**src/rtl/ms_timer.sv**
```systemverilog
// Millisecond one-shot timer with wrap-safe deadline compare and a small register map.
// Optional periodic auto-reload is built only when MS_TIMER_PERIODIC_EN is defined.
module ms_timer (
  input  logic        clk,
  input  logic        reset,
  input  logic [31:0] ms_count,
  input  logic        wr_en,
  input  logic        rd_en,
  input  logic [1:0]  addr,
  input  logic [31:0] wdata,
  output logic [31:0] rdata,
  output logic        irq
);

  typedef enum logic [0:0] {
    ST_IDLE  = 1'b0,
    ST_ARMED = 1'b1
  } state_e;

  state_e      state_q, state_d;
  logic        fired_q, fired_d;
  logic [31:0] delay_q, delay_d;
  logic [31:0] deadline_q, deadline_d;
  logic [31:0] rdata_q, rdata_d;

  logic        ctrl_wr_s, start_s, stop_s, ack_s;
  logic [31:0] diff_s;
  logic        expired_s;
  logic        armed_s;
  logic        periodic_s;
  logic        reload_s;
  logic [31:0] remaining_s;
  logic        unused_s;

  assign ctrl_wr_s = wr_en && (addr == 2'd0);
  assign start_s   = ctrl_wr_s && wdata[0];
  assign stop_s    = ctrl_wr_s && wdata[1];
  assign ack_s     = ctrl_wr_s && wdata[2];
  assign unused_s  = ^wdata[31:3];

  // Signed difference keeps the compare correct across the 2^32 wrap.
  assign diff_s    = ms_count - deadline_q;
  assign expired_s = (state_q == ST_ARMED) && !diff_s[31];

`ifdef MS_TIMER_PERIODIC_EN
  logic periodic_q, periodic_d;

  // Periodic mode bit, rewritten by every CTRL write.
  always_comb begin
    periodic_d = periodic_q;
    if (ctrl_wr_s) begin
      periodic_d = wdata[3];
    end else begin
      periodic_d = periodic_q;
    end
  end

  // Periodic mode register.
  always_ff @(posedge clk) begin
    if (reset) begin
      periodic_q <= 1'b0;
    end else begin
      periodic_q <= periodic_d;
    end
  end

  assign periodic_s = periodic_q;
`else
  assign periodic_s = 1'b0;
`endif

  // A zero delay in periodic mode would re-fire every cycle, so it degrades to one-shot.
  assign reload_s = periodic_s && (delay_q != 32'd0);

  // State register.
  always_ff @(posedge clk) begin
    if (reset) begin
      state_q <= ST_IDLE;
    end else begin
      state_q <= state_d;
    end
  end

  // Next state and deadline: start beats stop, both beat expiry.
  always_comb begin
    state_d    = state_q;
    deadline_d = deadline_q;
    if (start_s) begin
      state_d    = ST_ARMED;
      deadline_d = ms_count + delay_q;
    end else if (stop_s) begin
      state_d = ST_IDLE;
    end else if (expired_s) begin
      if (reload_s) begin
        state_d    = ST_ARMED;
        deadline_d = deadline_q + delay_q;
      end else begin
        state_d = ST_IDLE;
      end
    end else begin
      state_d = state_q;
    end
  end

  // State-decoded outputs.
  always_comb begin
    armed_s = 1'b0;
    case (state_q)
      ST_IDLE:  armed_s = 1'b0;
      ST_ARMED: armed_s = 1'b1;
      default:  armed_s = 1'b0;
    endcase
  end

  assign remaining_s = (armed_s && !expired_s) ? (deadline_q - ms_count) : 32'd0;

  // Fired flag (expiry beats ack), delay register and read mux.
  always_comb begin
    fired_d = fired_q;
    if (expired_s) begin
      fired_d = 1'b1;
    end else if (ack_s) begin
      fired_d = 1'b0;
    end else begin
      fired_d = fired_q;
    end

    delay_d = delay_q;
    if (wr_en && (addr == 2'd1)) begin
      delay_d = wdata;
    end else begin
      delay_d = delay_q;
    end

    rdata_d = rdata_q;
    if (rd_en) begin
      case (addr)
        2'd0:    rdata_d = {28'd0, periodic_s, 1'b0, fired_q, armed_s};
        2'd1:    rdata_d = delay_q;
        2'd2:    rdata_d = remaining_s;
        2'd3:    rdata_d = ms_count;
        default: rdata_d = 32'd0;
      endcase
    end else begin
      rdata_d = rdata_q;
    end
  end

  // Datapath registers.
  always_ff @(posedge clk) begin
    if (reset) begin
      fired_q    <= 1'b0;
      delay_q    <= 32'd0;
      deadline_q <= 32'd0;
      rdata_q    <= 32'd0;
    end else begin
      fired_q    <= fired_d;
      delay_q    <= delay_d;
      deadline_q <= deadline_d;
      rdata_q    <= rdata_d;
    end
  end

  assign rdata = rdata_q;
  assign irq   = fired_q;

endmodule

```
**config.mk**
```make
export PLATFORM = sky130hd
export DESIGN_NAME = ms_timer
export DESIGN_NICKNAME = d
export VERILOG_FILES = /design/src/rtl/ms_timer.sv
export SDC_FILE = /design/constraint.sdc
export NUM_CORES = 1
export LEC_CHECK = 0
export ABC_CLOCK_PERIOD_IN_PS = 5400
export BUFFER_PORTS_ARGS = -buffer_cell sky130_fd_sc_hd__buf_4
export CORE_ASPECT_RATIO = 1.75
export CORE_MARGIN = 1
export CORE_UTILIZATION = 60
export CTS_BUF_LIST = sky130_fd_sc_hd__clkbuf_4
export CTS_CLUSTER_SIZE = 40
export DETAILED_ROUTE_END_ITERATION = 10
export GPL_TIMING_DRIVEN = 1
export PLACE_DENSITY = 0.82
export SYNTH_ARGS = -nofsm -noshare
export SYNTH_HDL_FRONTEND = slang
export SYNTH_SLANG_ARGS = --single-unit
```
**constraint.sdc**
```tcl
create_clock -name clk -period 5.4 [get_ports clk]
set_clock_uncertainty 0.2 [all_clocks]
set_input_delay 1.08 -clock clk [delete_from_list [all_inputs] [get_ports clk]]
set_output_delay 1.08 -clock clk [all_outputs]
set_load 0.05 [all_outputs]
```
==> flow_metrics.tcl, run 1 <==
set metrics [dict create \
    cts.sinks 98 \
    r2r_cells 10 \
    timing_worst_slew_pin_value_ns 1.32 \
    timing.slew.headroom 0.109 \
    tritoncts "built" \
    synth.cell_area_um2 8160 \
    finalInstanceArea_um2 9100 \
    clk_latency_ns 0.49 \
    wirelength_routed_mm 25.0 \
    hold-path-cell-count 2 \
    layout_worst_path_cycle_share 0.734 \
    synth.top_cell.area_share 0.240 \
    synth_top_flop_cell "sky130_fd_sc_hd__dfxtp_1" \
    worstPathArrival_ns 4.18 \
    mappedNetlistNets 1241 \
    antenna_violations_before_repair 1 \
    power_per_cell_area_nw_per_um2 183 \
    synth.top_cells.by_area "sky130_fd_sc_hd__dfxtp_1 24%, sky130_fd_sc_hd__ha_1 14%, sky130_fd_sc_hd__nand2_1 7.8%" \
    synth_enable_flop_cells 0 \
    clock_path_buffers 2 \
    timing.critical_path.fanout_max 20 \
    post-synth-top-area-cell "sky130_fd_sc_hd__dfxtp_1" \
    regToRegEndpoint "rdata[10]" \
    clock_tree.root_cell "sky130_fd_sc_hd__clkbuf_4" \
    hold_path_startpoint "rdata[2]" \
    floorplan.core_area_um2 13300 \
    syn_avg_cell_area_um2 7.59 \
    gpl.final_weighted_congestion 0.966 \
    first_global_vias 7886 \
    part_of_the_yosys_area_used_for_sequential_elements 0.240 \
    crit_chain "buf_4 -> inv_1 -> ha_1 -> nand4_1 -> nor3_2 -> a21oi_1 -> o211ai_2 -> a31oi_4 -> xnor2_2 -> nor2_2 -> a22oi_1 -> a211oi_2" \
    route.vias.total 8037 \
    die_ar_um2 14100 \
    drcViolationCount 0 \
    static-leakage-power_nw 3.95 \
    min_to "rdata[2]" \
    route.antenna.remaining_nets 0 \
    die_h_um 156 \
    min_period_ns 3.97 \
    fraction_of_layout_instances_using_a_drive_strength_above_1 0.150 \
    globalRoute.totalOverflow 0 \
    critPathSlowestCell "sky130_fd_sc_hd__nor2_2" \
    yosys_warnings 0 \
    place_area_um2 8950 \
    synth_async_sr_flop_share 0 \
    core.rowCount 56 \
    critical_path.endpoint_type "flop" \
    drt-wirelength-per-cell_um 18.9 \
    floorplan.initialDensity 0.613 \
    reg2reg_setup_slack_ns 1.82 \
    die-width_um 90.2 \
    final.hold.worst_slack_ns 0.283 \
    max_cap_viol_count 0 \
    ir_worst_vdd_mv 0.104 \
    ys_seq_elements 98 \
    fillCellCount 1249 \
    slew_viol_final 0 \
    io_pins 103 \
    seqCellArea_um2 1960 \
    placed_wire_length_estimate_after_detailed_placement_mm 19.4 \
    areaGrowthSynthToFinish_pct 11.5 \
    syn_inst 1076 \
    drt_iter0_markers 441 \
    status "completed" \
    path_clk_slew_ns 0.17 \
    drt_pass1_iterations 5 \
    ws_path_type "input port to flop" \
    timing.rr.start "deadline_q[26]" \
    yosysUniqueCellTypes 78 \
    rsz0062_at_grt "no" \
    total_neg_setup_slack_ns 0 \
    hold_viol 0 \
    cts-htree-levels 3 \
    gr_util_all_layers 0.353 \
    multi_input_comb_area_um2 5660 \
    total_of_hold_buffers_inserted_after_clock_tree_synthesis 0 \
    report.final.setup_viol 0 \
    cts_setup_buffers 0 \
    cts_buf_count 9 \
    max_freq_mhz 252 \
    post_detailed_route_via_to_cell_ratio 6.07 \
    setup.worst_path.start_class "input port" \
    nets 1308 \
    port_buffers 102 \
    grt_max_degree 62 \
    cts_repair_resize_count 0 \
    timing.critical_path.required_ns 5.62 \
    cpPeakStageDelay_ns 0.70 \
    hold_path_class "flop to flop" \
    grt_first_pass_wirelength_mm 38.8 \
]
routing by layer:
metal / track usage / routed length [µm]
met5: 0 / 0
met3: 0.0311 / 909
met4: 0.313 / 2210
met2: 0.662 / 13100
met1: 0.341 / 8740
report_power, final:
part	internal (mW)	leakage, nW	total (mW)	switching, mW
sequential	0.746	0.796	0.766	0.0197
clock	0.152	0.0780	0.431	0.279
combinational	0.184	3.08	0.473	0.289
cell usage after synthesis, types with 3 or more instances:
cell / count
sky130_fd_sc_hd__inv_1: 83
sky130_fd_sc_hd__o21ai_1: 8
sky130_fd_sc_hd__o21ai_0: 50
sky130_fd_sc_hd__and3_1: 7
sky130_fd_sc_hd__a211oi_1: 9
sky130_fd_sc_hd__o21bai_1: 7
sky130_fd_sc_hd__nand3b_1: 4
sky130_fd_sc_hd__a211oi_2: 5
sky130_fd_sc_hd__nor2_1: 66
sky130_fd_sc_hd__a22oi_1: 18
sky130_fd_sc_hd__o221ai_1: 6
sky130_fd_sc_hd__nor3_1: 16
sky130_fd_sc_hd__xnor2_1: 30
sky130_fd_sc_hd__a31oi_1: 10
sky130_fd_sc_hd__o2111ai_1: 3
sky130_fd_sc_hd__o31ai_1: 8
sky130_fd_sc_hd__dfxtp_1: 98
sky130_fd_sc_hd__buf_2: 10
sky130_fd_sc_hd__nand4_1: 11
sky130_fd_sc_hd__nand2_1: 169
sky130_fd_sc_hd__buf_1: 6
sky130_fd_sc_hd__o311ai_0: 3
sky130_fd_sc_hd__nor3b_1: 4
sky130_fd_sc_hd__a221oi_1: 3
sky130_fd_sc_hd__xor2_1: 18
sky130_fd_sc_hd__nand3_1: 26
sky130_fd_sc_hd__a21oi_1: 126
sky130_fd_sc_hd__or3_1: 5
sky130_fd_sc_hd__mux2_2: 20
sky130_fd_sc_hd__clkbuf_1: 29
sky130_fd_sc_hd__mux2i_1: 14
sky130_fd_sc_hd__a21o_1: 16
sky130_fd_sc_hd__o21a_1: 4
sky130_fd_sc_hd__a221oi_2: 3
sky130_fd_sc_hd__o211ai_1: 5
sky130_fd_sc_hd__o22ai_1: 5
sky130_fd_sc_hd__nand2b_1: 16
sky130_fd_sc_hd__buf_6: 3
sky130_fd_sc_hd__ha_1: 93
sky130_fd_sc_hd__o311a_1: 3
sky130_fd_sc_hd__nor2b_1: 9
sequential cells by signal, indices dropped and copies added, names as in the netlist:
signal / flops
state_q: 1
deadline_q: 32
rdata: 32
irq: 1
delay_q: 32
cells by family after synthesis:
kind of cell,count (synthesis),synth area share
flops,98,0.240
buf+inv,134,0.0670
xor+xnor,49,0.0535
simple gates,345,0.189
fa+ha+maj,95,0.147
compound gates,321,0.258
mux,34,0.0448
critical path, delay by kind of cell:
family	cells	cell delay, ns
xor gates and xnor gates	1	0.21
buffers and inverters	2	0.14
and+or+nand+nor	3	1.41
AOI/OAI and AO/OA	5	0.86
adders and majority gates	1	0.46
layout by cell type, fill, tap and decap left out, types with 6 or more instances in the layout:
cell type / instances
sky130_fd_sc_hd__ha_1: 93
sky130_fd_sc_hd__mux2_2: 20
sky130_fd_sc_hd__a31oi_1: 10
sky130_fd_sc_hd__xor2_1: 18
sky130_fd_sc_hd__o21bai_1: 7
sky130_fd_sc_hd__buf_4: 107
sky130_fd_sc_hd__clkbuf_4: 10
sky130_fd_sc_hd__o221ai_1: 6
sky130_fd_sc_hd__nand2_1: 169
sky130_fd_sc_hd__and3_1: 7
sky130_fd_sc_hd__o21ai_0: 50
sky130_fd_sc_hd__nand4_1: 11
sky130_fd_sc_hd__a21o_1: 16
sky130_fd_sc_hd__nand3_1: 26
sky130_fd_sc_hd__nor2_1: 65
sky130_fd_sc_hd__nand2b_1: 16
sky130_fd_sc_hd__a211oi_1: 9
sky130_fd_sc_hd__o21ai_1: 8
sky130_fd_sc_hd__a21oi_1: 126
sky130_fd_sc_hd__nor2b_1: 9
sky130_fd_sc_hd__inv_1: 83
sky130_fd_sc_hd__mux2i_1: 14
sky130_fd_sc_hd__o31ai_1: 8
sky130_fd_sc_hd__nor3_1: 16
sky130_fd_sc_hd__a22oi_1: 18
sky130_fd_sc_hd__xnor2_1: 30
sky130_fd_sc_hd__dfxtp_1: 98
how the worst max path moves through the flow:
stage                           end          from  slack, ns  cells past startpoint
final                     rdata[10]  ms_count[26]       1.43                     12
after global placement    rdata[10]   ms_count[2]       1.12                     12
after global routing      rdata[10]  ms_count[26]       1.24                     12
after detailed placement   rdata[8]  ms_count[21]       1.04                     12
after CTS                  rdata[8]  ms_count[26]       1.54                     12
after floorplan           rdata[26]   ms_count[0]       1.95                     11
stage by stage:
step | setup slack (ns) | util | power, mW | instances
floorplan | 1.95 | - | 1.09 | 1076
global placement | 1.12 | 0.672 | 1.24 | 1306
detailed placement | 1.04 | 0.672 | 1.25 | 1306
CTS | 1.54 | 0.684 | 1.67 | 1322
global route | 1.24 | 0.684 | 1.75 | 1323
finish | 1.43 | 0.684 | 1.67 | 1323
final cells by class:
| class | instances | area share |
|---|---|---|
| inverter | 83 | 0.0342 |
| antenna | 1 | 0.000275 |
| clock buffer | 10 | 0.00825 |
| sequential | 98 | 0.216 |
| clock inverter | 6 | 0.00797 |
| multi-input combinational | 844 | 0.622 |
| tap | 174 | 0.0239 |
| timing repair buffer | 107 | 0.0882 |
(Power assumes the default switching activity.)
==> inputs of run 2 (changes only) <==
ABC_CLOCK_PERIOD_IN_PS = 4100   (was 5400)
clock period = 4.1 ns   (was 5.4 ns; I/O delays follow)
==> flow_metrics.tcl, run 2 (synthesis results as in run 1) <==
set metrics [dict create \
    status "completed" \
    drt-wirelength-per-cell_um 18.7 \
    areaGrowthSynthToFinish_pct 12.7 \
    final.hold.worst_slack_ns 0.280 \
    ir_worst_vdd_mv 0.151 \
    die_ar_um2 14100 \
    clock_tree.root_cell "sky130_fd_sc_hd__clkbuf_4" \
    drcViolationCount 0 \
    rsz0062_at_grt "no" \
    timing_worst_slew_pin_value_ns 0.704 \
    layout.cells.non_filler 1334 \
    cts.sinks 98 \
    cpPeakStageDelay_ns 0.45 \
    worstPathArrival_ns 3.62 \
    timing.slew.headroom 0.526 \
    path_clk_slew_ns 0.15 \
    dr.max_layer_used "met4" \
    core.rowCount 56 \
    cp_num_cells 12 \
    nets 1319 \
    dr_wl_met3_um 924 \
    timing.critical_path.fanout_max 12 \
    cpMostUsedCell "sky130_fd_sc_hd__buf_4" \
    die-width_um 90.2 \
    leading_cell_type_in_the_layout_fill_and_taps_excluded "sky130_fd_sc_hd__nand2_1" \
    layout_worst_path_cycle_share 0.832 \
    total_of_hold_buffers_inserted_after_clock_tree_synthesis 0 \
    dp.cells 1317 \
    tritoncts "built" \
    fraction_of_layout_instances_using_a_drive_strength_above_1 0.157 \
    setup.worst_path.start_class "input port" \
    slew_viol_final 0 \
    m1WireLength_mm 8.66 \
    crit_chain "buf_4 -> inv_1 -> ha_1 -> a21o_1 -> a2111oi_2 -> o21ai_1 -> a31oi_4 -> xnor2_2 -> nor2_2 -> buf_4 -> a22oi_1 -> a211oi_2" \
    static-leakage-power_nw 4.01 \
    r2r_cells 12 \
    critical_path.endpoint_type "flop" \
    floorplan.initialDensity 0.613 \
    min_period_ns 3.41 \
    timing.critical_path.required_ns 4.31 \
    gr_util_all_layers 0.347 \
    gpl.final_weighted_congestion 1.00 \
    port_buffers 102 \
    reg2reg_setup_slack_ns 0.76 \
    first_global_vias 7764 \
    timing.critical_path.to "rdata[10]" \
    grt_first_pass_wirelength_mm 38.0 \
    drt_pass1_iterations 7 \
    wirelength_routed_mm 24.9 \
    cts_buf_count 9 \
    final_cell_mix "169 x sky130_fd_sc_hd__nand2_1, 126 x sky130_fd_sc_hd__a21oi_1, 118 x sky130_fd_sc_hd__buf_4" \
    antenna_violations_before_repair 1 \
    route.antenna.remaining_nets 0 \
    cts_repair_resize_count 0 \
    max_cap_viol_count 0 \
    power_per_cell_area_nw_per_um2 244 \
    crit_path_start "ms_count[4]" \
    timing.critical_path.max_delay_family "compound AO/OA/AOI/OAI gates" \
    hold_path_class "flop to flop" \
    total_neg_setup_slack_ns 0 \
    critical_path_buf_inv_count 3 \
    report.final.setup_viol 0 \
    die_h_um 156 \
    cts_setup_buffers 0 \
    cts-htree-levels 3 \
    met2_length_mm 13.2 \
    ws_path_type "input port to flop" \
    route.vias.total 8141 \
    placed_wire_length_estimate_after_detailed_placement_mm 19.7 \
    floorplan.core_area_um2 13300 \
    timing.rr.start "deadline_q[0]" \
    drt_iter0_markers 476 \
    grt_max_degree 38 \
    regToRegEndpoint "rdata[26]" \
    post_detailed_route_via_to_cell_ratio 6.10 \
    clk_latency_ns 0.49 \
    io_pins 103 \
    clock_path_buffers 2 \
    critPathSlowestCell "sky130_fd_sc_hd__a2111oi_2" \
    hold_viol 0 \
    max_freq_mhz 293 \
    globalRoute.totalOverflow 0 \
]
## run 2: changes by cell type in the layout (fill, tap and decap cells not counted), sizes merged
cell	before	now
inv	86	83
bufinv	1	2
clkbuf	10	9
buf	107	118
clkinv	1	4
## run 2: how the worst min path moves through the flow
stage / from / endpoint / slack, ns / cells after the start
after floorplan: deadline_q[14] / deadline_q[14] / 0.25 / 2
after global placement: rdata[2] / rdata[2] / 0.24 / 2
after detailed placement: rdata[4] / rdata[4] / 0.25 / 2
after CTS: deadline_q[20] / deadline_q[20] / 0.28 / 2
after global routing: deadline_q[15] / deadline_q[15] / 0.30 / 2
final: deadline_q[20] / deadline_q[20] / 0.28 / 2
## run 2: power by group
part	internal (mW)	leakage [nW]	switching, mW	total (mW)
combinational	0.248	3.13	0.379	0.627
clock	0.246	0.0835	0.362	0.608
sequential	0.983	0.796	0.0264	1.01
## run 2: metrics by stage
step	area (µm²)	setup WS (ns)	total power, mW	util
detailed placement	9030	0.258	1.65	0.679
global placement	9030	0.307	1.64	0.679
global route	9200	0.594	2.33	0.691
CTS	9200	0.754	2.24	0.691
floorplan	8160	0.905	1.44	-
finish	9200	0.689	2.24	0.691
## run 2: tightest hold or removal path: stages (launching register included)
cell	delay, ns
sky130_fd_sc_hd__dfxtp_1	0.35
sky130_fd_sc_hd__nand2_1	0.05
sky130_fd_sc_hd__a21oi_1	0.05
## run 2: layer usage
| layer | vias up | global-route usage |
|---|---|---|
| met2 | 261 | 0.662 |
| met3 | 110 | 0.0379 |
| met4 | 0 | 0.288 |
| met1 | 3822 | 0.331 |
| li1 | 3948 | - |
| met5 | - | 0 |
## run 2: area by class of cell
cell class | count | area, µm²
repair buffers | 118 | 886
inverters | 83 | 312
flip-flops and latches | 98 | 1960
clock inverters | 7 | 93.8
clock buffers | 9 | 67.6
diodes | 1 | 2.50
fillers | 1188 | 4110
multi-input cells | 844 | 5660
well taps | 174 | 218
==> inputs of run 3 (changes only) <==
ABC_AREA = 1   (was default)
ABC_CLOCK_PERIOD_IN_PS = 3000   (was 4100)
CORE_UTILIZATION = 56   (was 60)
PLACE_DENSITY = 0.8   (was 0.82)
clock period = 3 ns   (was 4.1 ns; I/O delays follow)
==> flow_metrics.tcl, run 3 <==
set metrics [dict create \
    critPathSlowestCell "sky130_fd_sc_hd__fa_1" \
    synth-compound-area-share 0.199 \
    timing_worst_slew_pin_value_ns 0.947 \
    post_synth_and_or_nand_nor_area_fraction 0.289 \
    detailedPlace.worstSlack_ns 0.0783 \
    total_neg_setup_slack_ns 0 \
    synth.top_cell.area_share 0.209 \
    globalRoute.totalOverflow 0 \
    synth.most_common_cell "sky130_fd_sc_hd__nand2_1" \
    cts_setup_buffers 0 \
    ir_worst_vdd_mv 0.185 \
    drt_iter0_markers 484 \
    first_global_vias 9410 \
    dr.max_layer_used "met4" \
    ws_path_type "flop to flop" \
    slew_viol_final 0 \
    mappedNetlistNets 1665 \
    total_of_hold_buffers_inserted_after_clock_tree_synthesis 0 \
    route.vias.total 9738 \
    synth_xor_xnor_area_share 0.0354 \
    rsz0062_at_grt "no" \
    crit_chain "inv_1 -> ha_1 -> fa_1 -> o21bai_1 -> buf_4 -> nand2_1 -> nand2_1 -> nand3_1 -> nand3b_1 -> nand2_1 -> inv_1 -> nand3_2 -> nand2_1 -> nand2_1 -> a21oi_2" \
    areaGrowthSynthToFinish_pct 13.8 \
    drt_pass1_iterations 5 \
    floorplan.initialDensity 0.572 \
    grt_max_degree 64 \
    gpl.final_weighted_congestion 0.980 \
    route.antenna.remaining_nets 0 \
    antenna_violations_before_repair 1 \
    post_synth_most_frequent_cells "390 x sky130_fd_sc_hd__nand2_1, 287 x sky130_fd_sc_hd__inv_1, 146 x sky130_fd_sc_hd__a21oi_1" \
    yosys_warnings 0 \
    finalInstanceArea_um2 10700 \
    floorplan.core_area_um2 16400 \
    power_per_cell_area_nw_per_um2 310 \
    timing.critical_path.max_delay_family "simple AND/OR/NAND/NOR gates" \
    cpMostUsedCell "sky130_fd_sc_hd__nand2_1" \
    ys_seq_elements 98 \
    post_detailed_route_via_to_cell_ratio 5.28 \
    worstPathArrival_ns 2.81 \
    m1WireLength_mm 12.0 \
    synth_enable_flop_cells 0 \
    synth_fa_ha_area_frac 0.128 \
    met2_length_mm 13.7 \
    post-synth-top-area-cell "sky130_fd_sc_hd__dfxtp_1" \
    static-leakage-power_nw 5.55 \
    die_h_um 173 \
    critical_path.endpoint_type "flop" \
    path_clk_slew_ns 0.17 \
    timing.critical_path.required_ns 3.23 \
    hold_path_class "input port to flop" \
    max_cap_viol_count 0 \
    hold_viol 0 \
    die_ar_um2 17300 \
    max_freq_mhz 387 \
    synth_async_sr_flop_share 0 \
    clock_path_buffers 2 \
    drcViolationCount 0 \
    wirelength_routed_mm 28.2 \
    clk_latency_ns 0.50 \
    fraction_of_layout_instances_using_a_drive_strength_above_1 0.153 \
    cts.sinks 98 \
    synth.cell_area_um2 9410 \
    cts-htree-levels 3 \
    die-width_um 100 \
    clock_tree.root_cell "sky130_fd_sc_hd__clkbuf_4" \
    tritoncts "built" \
    timing.slew.headroom 0.368 \
    io_pins 103 \
    dr_wl_met3_mm 1.09 \
    leading_cell_type_in_the_layout_fill_and_taps_excluded "sky130_fd_sc_hd__nand2_1" \
    yosysUniqueCellTypes 44 \
    gr_util_all_layers 0.336 \
    setup_slack_ns 0.414 \
    cpPeakStageDelay_ns 0.45 \
    critical_path_buf_inv_count 3 \
    synth.top_cells.by_area "sky130_fd_sc_hd__dfxtp_1 21%, sky130_fd_sc_hd__nand2_1 16%, sky130_fd_sc_hd__ha_1 12%" \
    cts_buf_count 9 \
    nets 1778 \
    setup.worst_path.start_class "flop" \
    final_cell_mix "389 x sky130_fd_sc_hd__nand2_1, 287 x sky130_fd_sc_hd__inv_1, 146 x sky130_fd_sc_hd__a21oi_1" \
    placed_wire_length_estimate_after_detailed_placement_mm 23.9 \
    synth_top_flop_cell "sky130_fd_sc_hd__dfxtp_1" \
    port_buffers 102 \
    timing.critical_path.fanout_max 4 \
    layout_worst_path_cycle_share 0.862 \
    report.final.setup_viol 0 \
    syn_inst 1500 \
    main_combinational_cell_family_by_area_after_synthesis "simple AND/OR/NAND/NOR gates" \
    muxShareOfSynthArea 0 \
    min_period_ns 2.59 \
    cts_repair_resize_count 0 \
    syn_avg_cell_area_um2 6.27 \
    drt-wirelength-per-cell_um 15.3 \
    core.rowCount 62 \
    status "completed" \
    part_of_the_yosys_area_used_for_sequential_elements 0.209 \
    grt_first_pass_wirelength_mm 45.2 \
    place_area_um2 10600 \
]
==> run 3: changes by cell type after synthesis, sizes merged, moves of 24 or more <==
cell	previous run	this run
a21oi	128	176
xnor2	31	7
o21ai	58	90
inv	83	292
o22ai	5	29
nand2	170	403
nand3	26	82
==> run 3: worst paths after layout <==
kind,slack [ns],startpoint,cells after the start,endpoint
worst min register to register,0.28,rdata[3],2,rdata[3]
worst min-delay path,0.16,wdata[31],3,delay_q[31]
worst max-delay path,0.41,deadline_q[0],15,rdata[16]
worst max register to register,0.41,deadline_q[0],15,rdata[16]
==> run 3: metal layers <==
layer,track usage,vias up
met5,0,-
met4,0.167,0
met3,0.0339,78
met2,0.592,254
met1,0.398,4389
li1,-,5017
==> run 3: cell type report <==
class | count | area [µm²]
diodes | 1 | 2.50
flip-flops and latches | 98 | 1960
clock buffers | 11 | 82.6
repair buffers | 143 | 1090
multi-input cells | 1068 | 6130
fillers | 1665 | 5740
well taps | 224 | 280
inverters | 293 | 1100
clock inverters | 5 | 60.1
==> run 3: worst min-delay path: stages <==
cell and delay [ns]:
sky130_fd_sc_hd__buf_4 0.07, sky130_fd_sc_hd__o21ai_0 0.07, sky130_fd_sc_hd__a21oi_1 0.10
==> run 3: power by group <==
group          switching, mW  total, mW  internal (mW)
sequential            0.0298       1.39           1.36
clock                  0.498      0.775          0.278
combinational          0.747       1.16          0.414
==> run 3: logic make-up after synthesis <==
| group | Yosys count |
|---|---|
| buf+inv | 334 |
| flops | 98 |
| simple gates | 608 |
| xor+xnor | 38 |
| fa+ha+maj | 95 |
| compound gates | 327 |
==> run 3: stage by stage <==
step	hold WS, ns	instances	utilization	power [mW]
after floorplan	0.239	1500	-	2.18
after global placement	0.258	1826	0.642	2.55
after detailed placement	0.259	1826	0.642	2.56
after CTS	0.151	1842	0.651	3.32
after global routing	0.159	1843	0.651	3.51
final	0.163	1843	0.651	3.32
